## src/rtl/final_adder_pkg.sv

```systemverilog
// Shared widths, types and result-register states for the final adder arbiter.
// Imported by the arbiter top and its sub-modules.
package final_adder_pkg;
    localparam int W     = 10;
    localparam int N_REQ = 2;
    localparam int ID_W  = $clog2(N_REQ);

    typedef logic [W-1:0]    word_t;
    typedef logic [ID_W-1:0] id_t;

    typedef enum logic {
        EMPTY = 1'b0,
        FULL  = 1'b1
    } rsp_state_t;
endpackage

```

## src/rtl/final_adder.sv

```systemverilog
// Carry-propagate stage of the Wallace 5x5 multiplier: sum = (a + b) mod 2^W.
// Ports: a, b operands; sum result, carry-out discarded.
module final_adder #(
    parameter int W = 10
) (
    input  logic [W-1:0] a,
    input  logic [W-1:0] b,
    output logic [W-1:0] sum
);
    assign sum = a + b;
endmodule

```

## src/rtl/final_adder_arb_rr_pick.sv

```systemverilog
// Round-robin priority search: first set req_valid bit at or after ptr.
// Ports: req_valid, ptr in; gnt winning index, any = some request valid.
module rr_pick #(
    parameter int N_REQ = 2,
    parameter int ID_W  = $clog2(N_REQ)
) (
    input  logic [N_REQ-1:0] req_valid,
    input  logic [ID_W-1:0]  ptr,
    output logic [ID_W-1:0]  gnt,
    output logic             any
);
    int idx;

    // Walk offsets from farthest to nearest so the nearest hit wins.
    always_comb begin
        gnt = '0;
        any = 1'b0;
        idx = 0;
        for (int i = N_REQ - 1; i >= 0; i--) begin
            idx = int'(ptr) + i;
            if (idx >= N_REQ) idx = idx - N_REQ;
            if (req_valid[idx[ID_W-1:0]]) begin
                gnt = idx[ID_W-1:0];
                any = 1'b1;
            end
        end
    end
endmodule

```

## src/rtl/final_adder_arb.sv

```systemverilog
// Round-robin share of one final_adder among N_REQ requesters; registered sum
// and requester id on a valid/ready response channel.
// Ports: clk, rst_n; req_valid/req_ready/req_a/req_b per requester (flattened);
// rsp_valid/rsp_ready/rsp_id/rsp_sum response.
module final_adder_arb
    import final_adder_pkg::*;
#(
    parameter int W     = final_adder_pkg::W,
    parameter int N_REQ = final_adder_pkg::N_REQ,
    parameter int ID_W  = $clog2(N_REQ)
) (
    input  logic               clk,
    input  logic               rst_n,
    input  logic [N_REQ-1:0]   req_valid,
    output logic [N_REQ-1:0]   req_ready,
    input  logic [N_REQ*W-1:0] req_a,
    input  logic [N_REQ*W-1:0] req_b,
    output logic               rsp_valid,
    input  logic               rsp_ready,
    output logic [ID_W-1:0]    rsp_id,
    output logic [W-1:0]       rsp_sum
);
    rsp_state_t      state, state_nx;
    logic [ID_W-1:0] ptr;
    logic [ID_W-1:0] gnt;
    logic            any;
    logic            slot_free;
    logic            accept;
    logic [W-1:0]    a_arr [N_REQ];
    logic [W-1:0]    b_arr [N_REQ];
    logic [W-1:0]    add_sum;

    rr_pick #(
        .N_REQ (N_REQ),
        .ID_W  (ID_W)
    ) u_pick (
        .req_valid (req_valid),
        .ptr       (ptr),
        .gnt       (gnt),
        .any       (any)
    );

    always_comb begin
        for (int i = 0; i < N_REQ; i++) begin
            a_arr[i] = req_a[i*W +: W];
            b_arr[i] = req_b[i*W +: W];
        end
    end

    final_adder #(
        .W (W)
    ) u_add (
        .a   (a_arr[gnt]),
        .b   (b_arr[gnt]),
        .sum (add_sum)
    );

    assign rsp_valid = (state == FULL);
    assign slot_free = !rsp_valid || rsp_ready;
    // any implies req_valid[gnt], so a grant with a free slot is an accept.
    assign accept    = any && slot_free;

    always_comb begin
        req_ready = '0;
        if (accept) req_ready[gnt] = 1'b1;
    end

    always_comb begin
        state_nx = state;
        if (accept)         state_nx = FULL;
        else if (rsp_ready) state_nx = EMPTY;
    end

    always_ff @(posedge clk or negedge rst_n) begin
        if (!rst_n) begin
            state   <= EMPTY;
            rsp_sum <= '0;
            rsp_id  <= '0;
            ptr     <= '0;
        end else begin
            state <= state_nx;
            if (accept) begin
                rsp_sum <= add_sum;
                rsp_id  <= gnt;
                ptr     <= (gnt == ID_W'(N_REQ - 1)) ? '0 : gnt + 1'b1;
            end
        end
    end
endmodule

```

## config.mk

```make
export PLATFORM = sky130hd
export DESIGN_NAME = final_adder_arb
export DESIGN_NICKNAME = d
export VERILOG_FILES = /design/src/rtl/final_adder_pkg.sv /design/src/rtl/final_adder.sv /design/src/rtl/final_adder_arb_rr_pick.sv /design/src/rtl/final_adder_arb.sv
export SDC_FILE = /design/constraint.sdc
export NUM_CORES = 1
export LEC_CHECK = 0
export ABC_AREA = 1
export CORE_ASPECT_RATIO = 0.6
export CORE_MARGIN = 8
export CORE_UTILIZATION = 37
export DETAILED_ROUTE_END_ITERATION = 7
export PLACE_DENSITY_LB_ADDON = 0.3
export SYNTH_ARGS = -nofsm -noshare
export SYNTH_HDL_FRONTEND = slang
export SYNTH_SLANG_ARGS = --single-unit
```

## constraint.sdc

```tcl
create_clock -name clk -period 2.2 [get_ports clk]
set_input_delay 0.33 -clock clk [delete_from_list [all_inputs] [get_ports clk]]
set_output_delay 0.33 -clock clk [all_outputs]
set_load 0.02 [all_outputs]
```

# Word level (Yosys, flattened, before mapping)
# Index checks and enable logic that the tools add are counted.
# word_totals
input_bits	45
reg_bits	13
wordCells	44
output_inout_bits	14
# classes
n_addsub	5
mux	22
order_cmp	7
n_reduce_logical	5
bitwise_logic	1
# ops
op	count
$mux 10	6
$mux 1	14
$add 10x10->10	1
$lt 1x2->1 const B	3
$ge 2x2->1 const B	2
$add 1x1->2 const B	1
$ge 1x2->1 const B	1
$logic_and 1x1->1	2
$mux 2	1
$not 1->2	1
$reduce_bool 2->1	1
$sub 1x1->1 const B	2
$add 1x1->1 const B	1
$demux 1 s1	1
$ge 1x1->1 const B	1
$logic_not 1->1	1
$logic_or 1x1->1	1

# Logic depth before layout (Yosys ltp)
# Gate-level depths: netlist of run 1.
# logic_depth
ltp_word	12
ltp_mapped	15
depth_no_buf	14

# By module
# A second synthesis of run 1 with hierarchy kept.
# hier_totals
hier_cells	212
area_unflattened_um2	1266.2
# by_module_without_submodules
mod	instances	area_each_um2	cells_each	seq_area_each_um2
final_adder_arb	1	778.2	123	325.3
final_adder	1	469.2	85	0.0
rr_pick	1	18.8	4	0.0

# Worst setup path after synthesis of run 1
# No wires, ideal clock.
# synth_path
kind	register to register
start	reg ptr
end	reg rsp_sum[8]
n_path_buf	1
path_stages_with_launch	15
setup_ns	0.117
arrival_ns	2.064
period_less_slack_ns	2.182
path_slack_ns	0.018
required_time_ns	2.083
path_cell_list	dfrtp_1 > inv_2 > a21oi_4 > buf_4 > nand2_1 > nand2_1 > ha_1 > inv_1 > fa_1 > o21ai_2 > nand3_1 > nand2_1 > nand2_1 > nand3_1 > nand2_1
# synth_via
elab_chain_len	12
elab_cells_between_ends	24
cone_classes	add/sub: 4; order compare: 2; mux: 16; bitwise: 1; reduce/logical: 1
# synth_lines
item	line	text
start, declared	final_adder_arb.sv:24	logic [ID_W-1:0] ptr;
start signal, assigned	final_adder_arb.sv:85	ptr <= (gnt == ID_W'(N_REQ - 1)) ? '0 : gnt + 1'b1;
$add 1x1->2	final_adder_arb_rr_pick.sv:20	idx = int'(ptr) + i;
$ge 2x2->1 / $sub 1x1->1 (equally long branches)	final_adder_arb_rr_pick.sv:21	if (idx >= N_REQ) idx = idx - N_REQ;
$mux 1	final_adder_arb_rr_pick.sv:21	
$mux 1 (not written as such) (2 in series)	final_adder_arb_rr_pick.sv:22	if (req_valid[idx[ID_W-1:0]]) begin
$mux 1 (2 in series)	final_adder_arb_rr_pick.sv:22	
$not 1->2 (not written as such)	final_adder_arb.sv:53, final_adder_arb.sv:54	
$mux 10 (on tied branches) (3 in series)	final_adder_arb.sv:53, final_adder_arb.sv:54	
$add 10x10->10	final_adder.sv:10	assign sum = a + b;
end signal, assigned	final_adder_arb.sv:83	rsp_sum <= add_sum;
end, declared	final_adder_arb.sv:21	output logic [W-1:0] rsp_sum
# Parallel ways exist; a longest one is shown, timed or not. The select of a mux whose other input is x is not followed.
# A chain may end at the register's enable or synchronous reset.

# Final worst setup path of run 1
# layout_path
start	reg ptr
end	reg rsp_sum[6]
# The elaborated chain is that of the path after synthesis.

==> results of run 1 <==
==> logic make-up after synthesis <==
family,synth area share
and+or+nand+nor,0.389
adders and majority gates,0.105
buffers and inverters,0.0831
AOI/OAI and AO/OA,0.132
DFF,0.257
xor gates and xnor gates,0.0346
==> area by class of cell <==
| class | count | area, µm² |
|---|---|---|
| fill | 321 | 1140 |
| multi-input combinational | 158 | 870 |
| timing repair buffer | 81 | 749 |
| sequential | 13 | 325 |
| inverter | 19 | 73.8 |
| tap | 45 | 56.3 |
| clock buffer | 3 | 41.3 |
| clock inverter | 1 | 5.00 |
==> synthesized netlist by cell type <==
master,instances
a21oi_1,6
nand3_1,9
inv_1,12
o21ai_4,1
nand3b_1,2
inv_2,6
xor2_1,1
nor2_1,8
o21bai_1,1
o21ai_1,1
or2_1,1
buf_4,2
nor2_2,1
o21ai_0,3
dfrtp_1,13
buf_2,1
and2_1,1
nand2_1,97
o21a_1,1
o21ai_2,6
fa_1,1
buf_6,1
inv_4,1
ha_1,9
a21oi_4,2
nand2_2,2
nand4_1,1
xnor2_1,4
==> metal layers <==
layer,vias up,part of all wire
met2,42,0.46
li1,766,-
met5,-,0
met1,644,0.45
met4,0,0.0082
met3,4,0.083
==> per-stage QoR <==
| step | power, mW | worst slack, ns | instances | cell area (µm²) | utilization |
|---|---|---|---|---|---|
| floorplan | 0.789 | 0.0185 | 194 | 1260 | - |
| global placement | 1.16 | -0.286 | 316 | 2040 | 0.626 |
| detailed placement | 1.17 | -0.383 | 316 | 2040 | 0.626 |
| CTS | 1.40 | 0.150 | 320 | 2110 | 0.646 |
| global route | 1.51 | -0.0454 | 320 | 2120 | 0.650 |
| finish | 1.40 | 0.128 | 320 | 2120 | 0.650 |
==> power by group through the flow <==
stage               Sequential [mW]  Combinational (mW)  Clock (mW)
floorplan                     0.432               0.358           0
global placement              0.351               0.808           0
detailed placement            0.350               0.824           0
CTS                           0.348               0.835       0.219
global route                  0.357               0.925       0.227
finish                        0.347               0.838       0.215
==> sequential cells by signal (all words and copies together), names as in the netlist <==
| register | flops |
|---|---|
| ptr | 1 |
| rsp_id | 1 |
| rsp_sum | 10 |
| rsp_valid | 1 |
==> worst max-delay path by stage <==
stage,endpoint,slack (ns),depth (start not counted)
5_1_grt,rsp_sum[7]$_DFFE_PN0P_,-0.05,11
3_3_place_gp,rsp_sum[8]$_DFFE_PN0P_,-0.29,14
4_1_cts,rsp_sum[8]$_DFFE_PN0P_,0.15,12
3_5_place_dp,rsp_sum[8]$_DFFE_PN0P_,-0.38,14
2_1_floorplan,rsp_sum[8]$_DFFE_PN0P_,0.02,14
6_report,rsp_sum[6]$_DFFE_PN0P_,0.13,12
==> cells in the final DEF, fill, tap and decap left out, types with 2 or more instances in the layout <==
cell / Yosys / final
a21oi_2: 0 / 2
buf_4: 2 / 23
clkdlybuf4s50_1: 0 / 55
nand3_2: 0 / 2
nor2_1: 8 / 8
ha_1: 9 / 8
nand3b_1: 2 / 2
o21ai_2: 6 / 5
o21ai_4: 1 / 2
clkbuf_8: 0 / 3
nand2_2: 2 / 4
nand3_1: 9 / 7
dlygate4sd2_1: 0 / 3
a21oi_4: 2 / 2
nand2_1: 97 / 95
xnor2_1: 4 / 4
o21ai_0: 3 / 3
inv_2: 6 / 7
a21oi_1: 6 / 4
dfrtp_1: 13 / 13
inv_1: 12 / 11
==> repair_timing <==
action,4_1_cts,5_1_grt
setup endpoints to repair,5,5
hold buffers,0,0
cloned,0,0
gates resized for setup,8,5
pin swaps,4,10
==> summary.md, run 1 <==
| Metric | Value |
|---|---|
| Slowest CP cell | dfrtp_1 |
| Post-Syn Nets | 249 |
| Worst R2R Setup Slack | 0.13 ns |
| Mapped Cells | 194 |
| Routing usage on met1 | 0.165 |
| Worst path cell trace | o21ai_4, nand2_1, nand2_1, ha_2, inv_2, fa_2, o21ai_4, nand2_2, nand2_1, nand2_1, nand3_2, nand2_1 |
| Max frequency | 483 MHz |
| Ant. Diodes | 0 |
| Outcome | finished, final reports clean |
| Synth top area share | 0.288 |
| Largest net degree at the start of global routing | 19 |
| Crit path DAT | 2.21 ns |
| Crit. Startpoint | ptr$_DFFE_PN0P_ |
| RSZ-0062 raised after global routing | true |
| Drt initial violations | 43 |
| Post-detail-place hpwl | 3220 µm |
| Die Span X | 91.5 µm |
| P per Cell Area | 660 nW/µm² |
| Worst Path Required | 2.34 ns |
| CP Capture Type | flop |
| Initial antenna violation count | 0 |
| Share of cells above drive strength 1 | 0.200 |
| Vias in the first global route | 1443 |
| Gr ovfl total | 0 |
| Switching power | 0.547 mW |
| Vias | 1456 |
| DR pass1 iterations | 4 |
| Fin crit share | 0.942 |
| Num CTS Buffers | 3 |
| CP Class | flop to flop |
| Switch share | 0.391 |
| Sequential share of power | 0.248 |
| R2R depth | 12 |
| Final min period | 2.07 ns |
| Placer Congestion | 0.888 |
| Fin Clk Skew | 0.00125 ns |
| Worst Hold Class | primary input to asynchronous set/reset pin |
| Gr busiest metal | met2 |
| DR vias/cell | 4.55 |
| Boundary pin count | 59 |
| Post-DR wirelength/cell | 11.8 µm |
| Final Hold Fails | 0 |
| Comb pwr share | 0.598 |
| Cell Int Power | 0.852 mW |
| Post-synthesis sequential element count | 13 |
| Cell family with most CP delay | adder cells |
| Top cells by area, synth | nand2_1, dfrtp_1, ha_1 |
| R2R Path Start | ptr$_DFFE_PN0P_ |
| Leakage power | 1.07 nW |
| Worst setup SP type | flop |
| Area added between synthesis and finish | 67.7% |
| Die area | 5610 µm² |
| Antenna viol nets, final | 0 |
| Clock Latency Late Sink | 0.25 ns |
| H-Tree Level Count | 1 |
| Final net count | 331 |
| Post CTS Setup Buffer Count | 0 |
| Clock buffer depth | 2 |
| Max VDD drop | 0.000359 V |
| Met2 Usage GRT | 0.236 |
| Worst Path Buf+Inv | 1 |
| Least-Margin Pin Slew | 0.563 ns |
| Syn_area_per_cell | 6.52 µm² |
| Die height | 61.3 µm |
| Setup-failing EPs final | 0 |
| Reg clk slew, reported paths | 0.06 ns |
| Met3 GRT Util | 0.0487 |
| Initial Util | 0.388 |
| Netlist cell types | 28 |
| Tot GR Track Use | 0.138 |
| Hold_ws | 0.447 ns |
| RR Endpoint | rsp_sum[6]$_DFFE_PN0P_ |
| Clock power frac | 0.154 |
| Crit path top cell by count | nand2_1 |
| CTS tree | yes |
| Setup tns final | 0 ns |
| Clk root buf | clkbuf_8 |
| Fin. max-slew vios | 0 |
| Core area | 3260 µm² |
| # rows | 16 |
| Max-slew headroom | 0.624 |
| Mapped cell area | 1260 µm² |
| Yosys warning count | 0 |
| Post-synthesis sequential area ratio | 0.257 |
| Clk sink count | 13 |
| First-pass GRT wire length | 6330 µm |
| Synth area leader | nand2_1 |
| Critical Path Max Stage Delay | 0.42 ns |
| CP Max Fanout | 8 |
| Port Buf Inserts | 58 |
| DRC Markers | 0 |
| Final WL | 3770 µm |
| Max-cap violations | 0 |
(Power assumes the default switching activity.)
==> run 2: changes to the inputs <==
--- a/config.mk
+++ b/config.mk
@@ -14,3 +14,4 @@
 export SYNTH_ARGS = -nofsm -noshare
 export SYNTH_HDL_FRONTEND = slang
 export SYNTH_SLANG_ARGS = --single-unit
+export TNS_END_PERCENT = 10
==> summary.md, run 2 (synthesized netlist as in run 1, its figures left out) <==
| Metric | Value |
|---|---|
| Post-DR wirelength/cell | 11.8 µm |
| Port Buf Inserts | 58 |
| Area added between synthesis and finish | 68.4% |
| Final core occ | 0.653 |
| Non-Filler Instances | 321 |
| Reg clk slew, reported paths | 0.06 ns |
| Initial Util | 0.388 |
| Max reg flops | 10 |
| Leakage power | 1.09 nW |
| Least-Margin Pin Slew | 0.563 ns |
| Ant. Diodes | 0 |
| Core area | 3260 µm² |
| Num CTS Buffers | 3 |
| H-Tree Level Count | 1 |
| RR Endpoint | rsp_sum[8]$_DFFE_PN0P_ |
| Final min period | 2.06 ns |
| Worst Hold Class | primary input to asynchronous set/reset pin |
| Max-slew headroom | 0.624 |
| CP Max Fanout | 8 |
| Max-cap violations | 0 |
| Largest net degree at the start of global routing | 19 |
| Worst setup SP type | flop |
| Final WS setup | 0.141 ns |
| Clock Latency Late Sink | 0.25 ns |
| Max VDD drop | 0.000359 V |
| Cell area after layout | 2130 µm² |
| Boundary pin count | 59 |
| Die area | 5610 µm² |
| Drt initial violations | 75 |
| R2R depth | 12 |
| Hold_ws | 0.447 ns |
| Clk root buf | clkbuf_8 |
| CP Class | flop to flop |
| Placed standard-cell area | 2040 µm² |
| Worst Path Required | 2.34 ns |
| Setup-failing EPs final | 0 |
| R2R Path Start | ptr$_DFFE_PN0P_ |
| Share of cells above drive strength 1 | 0.203 |
| Gr ovfl total | 0 |
| Max frequency | 486 MHz |
| P per Cell Area | 658 nW/µm² |
| Commonest cells after routing, fill and taps aside | nand2_1, clkdlybuf4s50_1, buf_4, dfrtp_1, inv_1 |
| CP Capture Type | flop |
| Placer Congestion | 0.888 |
| DRC Markers | 0 |
| Power, Total | 1.40 mW |
| Initial antenna violation count | 0 |
| Fin Clk Skew | 0.00120 ns |
| Clock buffer depth | 2 |
| DR vias/cell | 4.59 |
| Post-detail-place hpwl | 3220 µm |
| Worst R2R Setup Slack | 0.14 ns |
| Dpl ws | -0.383 ns |
| Final Hold Fails | 0 |
| Final net count | 332 |
| Fin. max-slew vios | 0 |
| Fin crit share | 0.936 |
| Vias | 1472 |
| Tot GR Track Use | 0.138 |
| Final WL | 3770 µm |
| Antenna viol nets, final | 0 |
| Cts hold-fix bufs | 0 |
| Setup tns final | 0 ns |
| First-pass GRT wire length | 6340 µm |
| # rows | 16 |
| Vias in the first global route | 1449 |
| DR pass1 iterations | 4 |
| Die height | 61.3 µm |
| Commonest non-fill, non-tap cell in the layout | nand2_1 |
| Clk sink count | 13 |
| Crit path DAT | 2.20 ns |
| CTS tree | yes |
| Outcome | finished, final reports clean |
| Die Span X | 91.5 µm |
| Placed cells | 316 |
| Reg with most FFs | rsp_sum |
| RSZ-0062 raised after global routing | true |
## run 2: where the power goes
part	switching, mW	leakage [nW]	internal [mW]
registers	0.0384	0.156	0.308
logic	0.419	0.908	0.420
clock network	0.0901	0.0255	0.125
## run 2: repair_timing
item,4_1_cts,5_1_grt
buffers inserted,0,1
pin swaps,2,8
gates resized for setup,5,9
endpoints found under the setup margin,5,8
## run 2: critical path, cell delays in order, from the launching register on
cell and delay (ns):
dfrtp_1 0.42, o21ai_4 0.23, nand2_1 0.08, nand2_1 0.08
ha_2 0.18, inv_2 0.04, fa_2 0.38, o21ai_4 0.21
nand3_2 0.11, nand2_2 0.07, nand2_1 0.05, nand3_1 0.06
nand2_1 0.05
## run 2: per-layer routing
metal | track usage | up-vias | wire length, µm
li1 | - | 768 | -
met1 | 0.166 | 660 | 1700
met2 | 0.236 | 40 | 1730
met3 | 0.0487 | 4 | 311
met4 | 0.0300 | 0 | 31
met5 | 0 | - | 0
## run 2: worst max path at each step
stage                                from                     end  slack (ns)
after global routing      ptr$_DFFE_PN0P_  rsp_sum[8]$_DFFE_PN0P_       -0.03
after detailed placement     req_valid[1]  rsp_sum[8]$_DFFE_PN0P_       -0.38
after floorplan           ptr$_DFFE_PN0P_  rsp_sum[8]$_DFFE_PN0P_        0.02
after CTS                    req_valid[0]  rsp_sum[7]$_DFFE_PN0P_       -0.04
after global placement       req_valid[0]  rsp_sum[8]$_DFFE_PN0P_       -0.29
final                     ptr$_DFFE_PN0P_  rsp_sum[8]$_DFFE_PN0P_        0.14
## run 2: area by class of cell
type	instances	area, µm²
timing repair buffer	82	759
inverter	19	73.8
sequential	13	325
fill	321	1130
multi-input combinational	158	870
tap	45	56.3
clock buffer	3	41.3
clock inverter	1	5.00
==> run 3: changes to the inputs <==
--- a/config.mk
+++ b/config.mk
@@ -6,11 +6,11 @@
 export NUM_CORES = 1
 export LEC_CHECK = 0
 export ABC_AREA = 1
-export CORE_ASPECT_RATIO = 0.6
 export CORE_MARGIN = 8
 export CORE_UTILIZATION = 37
 export DETAILED_ROUTE_END_ITERATION = 7
 export PLACE_DENSITY_LB_ADDON = 0.3
+export SLEW_MARGIN = 20
 export SYNTH_ARGS = -nofsm -noshare
 export SYNTH_HDL_FRONTEND = slang
 export SYNTH_SLANG_ARGS = --single-unit
==> summary.md, run 3 (synthesized netlist as in run 1, its figures left out) <==
| Metric | Value |
|---|---|
| Share of cells above drive strength 1 | 0.202 |
| Max VDD drop | 0.000230 V |
| Outcome | finished, final reports clean |
| Initial antenna violation count | 0 |
| Final WL | 3660 µm |
| Reg clk slew, reported paths | 0.08 ns |
| Largest net degree at the start of global routing | 19 |
| Post-detail-place hpwl | 3010 µm |
| Reg with most FFs | rsp_sum |
| Ant. Diodes | 0 |
| DRC Markers | 0 |
| Initial Util | 0.382 |
| Slowest CP cell | clkdlybuf4s50_1 |
| Worst setup SP type | flop |
| Power, Total | 1.37 mW |
| Cell Int Power | 0.829 mW |
| Comb pwr share | 0.642 |
| Gr ovfl total | 0 |
| Worst Hold Class | primary input to asynchronous set/reset pin |
| Clock power frac | 0.105 |
| Fin. max-slew vios | 0 |
| Clk sink count | 13 |
| Crit path top cell by count | buf_4 |
| Setup-failing EPs final | 0 |
| Die area | 5550 µm² |
| Crit path DAT | 1.76 ns |
| P per Cell Area | 627 nW/µm² |
| Area added between synthesis and finish | 73.1% |
| Boundary pin count | 59 |
| Drt initial violations | 29 |
| Critical Path Max Stage Delay | 0.62 ns |
| Clock Latency Late Sink | 0.27 ns |
| Reg area | 325 µm² |
| # rows | 21 |
| Clk root buf | clkbuf_4 |
| Sequential share of power | 0.253 |
| Hold_ws | 0.403 ns |
| Least-Margin Pin Slew | 0.542 ns |
| Vias | 1433 |
| Final net count | 333 |
| Fin Clk Skew | 0.00466 ns |
| Max-cap violations | 0 |
| Antenna viol nets, final | 0 |
| Commonest non-fill, non-tap cell in the layout | nand2_1 |
| CP Class | flop to output port |
| DR vias/cell | 4.44 |
| Switch share | 0.396 |
| Commonest cells after routing, fill and taps aside | nand2_1, clkdlybuf4s50_1, buf_4, dfrtp_1, inv_1 |
| Tot GR Track Use | 0.128 |
| Max reg flops | 10 |
| CTS tree | yes |
| Port Buf Inserts | 58 |
| H-Tree Level Count | 1 |
| Num CTS Buffers | 3 |
| Die Span X | 74.5 µm |
| Switching power | 0.543 mW |
| Fin crit share | 0.950 |
| Clock buffer depth | 2 |
| Setup tns final | 0 ns |
| Core area | 3310 µm² |
| First-pass GRT wire length | 5760 µm |
| Final min period | 2.09 ns |
| DR pass1 iterations | 4 |
| CP Capture Type | output port |
| Worst path cell trace | o21ai_4, buf_4, buf_4, nor2_1, clkdlybuf4s50_1 |
| Max frequency | 479 MHz |
| Max-slew headroom | 0.638 |
| CP Max Fanout | 4 |
| Die height | 74.5 µm |
| Worst Path Required | 1.87 ns |
| Post-DR wirelength/cell | 11.3 µm |
| Vias in the first global route | 1407 |
| Final Hold Fails | 0 |
| Cell family with most CP delay | buffers and inverters |
| Placer Congestion | 0.891 |
| Multi-input gate area | 892 µm² |
| Leakage power | 1.11 nW |
| Worst Path Buf+Inv | 3 |
| Filler cell count | 325 |
## run 3: timing repair
| item | CTS | global route |
|---|---|---|
| buffers inserted | 0 | 3 |
| pin swaps | 2 | 6 |
| gates cloned | 0 | 1 |
| hold buffers | 0 | 0 |
| setup endpoints to repair | 3 | 9 |
| endpoints found under the hold margin | 0 | 0 |
| resized for setup | 2 | 13 |
## run 3: cell type report
type	count	area share
well taps	46	0.0263
repair buffers	83	0.372
inverters	19	0.0337
clock buffers	4	0.0120
multi-input cells	158	0.407
flip-flops and latches	13	0.149
## run 3: final timing paths
check                                    endpoint                    from  slack [ns]  cells past startpoint
hold reg to reg            rsp_sum[8]$_DFFE_PN0P_  rsp_sum[8]$_DFFE_PN0P_        0.49                      2
max in group asynchronous  rsp_sum[9]$_DFFE_PN0P_                   rst_n        1.43                      1
hold / removal              rsp_valid$_DFFE_PN0P_                   rst_n        0.40                      1
min in group clk           rsp_sum[8]$_DFFE_PN0P_  rsp_sum[8]$_DFFE_PN0P_        0.49                      2
setup reg to reg           rsp_sum[4]$_DFFE_PN0P_         ptr$_DFFE_PN0P_        0.12                     11
setup / recovery                     req_ready[1]         ptr$_DFFE_PN0P_        0.11                      5
## run 3: worst reg2reg max path, delay by kind of cell (launching register included)
family / cells / cell delay, ns
compound gates: 4 / 0.58
xor+xnor: 1 / 0.15
fa+ha+maj: 1 / 0.23
buf+inv: 3 / 0.42
flops: 1 / 0.43
simple gates: 2 / 0.16
## run 3: through the flow
stage / cells / instance area [µm²] / utilization / worst slack, ns
global placement: 315 / 2050 / 0.621 / -0.278
detailed placement: 315 / 2050 / 0.621 / -0.353
floorplan: 194 / 1260 / - / 0.0185
CTS: 319 / 2080 / 0.628 / -0.0269
finish: 323 / 2190 / 0.661 / 0.110
global route: 323 / 2190 / 0.661 / -0.0267
## run 3: power by group through the flow
stage          logic (mW)  clock network [mW]  registers [mW]
2_1_floorplan       0.358                   0           0.432
3_3_place_gp        0.814                   0           0.347
3_5_place_dp        0.827                   0           0.353
4_1_cts             0.828               0.149           0.349
5_1_grt             0.972               0.157           0.357
6_report            0.881               0.144           0.347
## run 3: layer usage
metal / vias to the layer above / GRT usage / routed length (µm)
met5: - / 0 / 0
met4: 0 / 0.0326 / 26
met3: 2 / 0.0216 / 205
met2: 39 / 0.234 / 1810
met1: 617 / 0.150 / 1610
li1: 775 / - / -
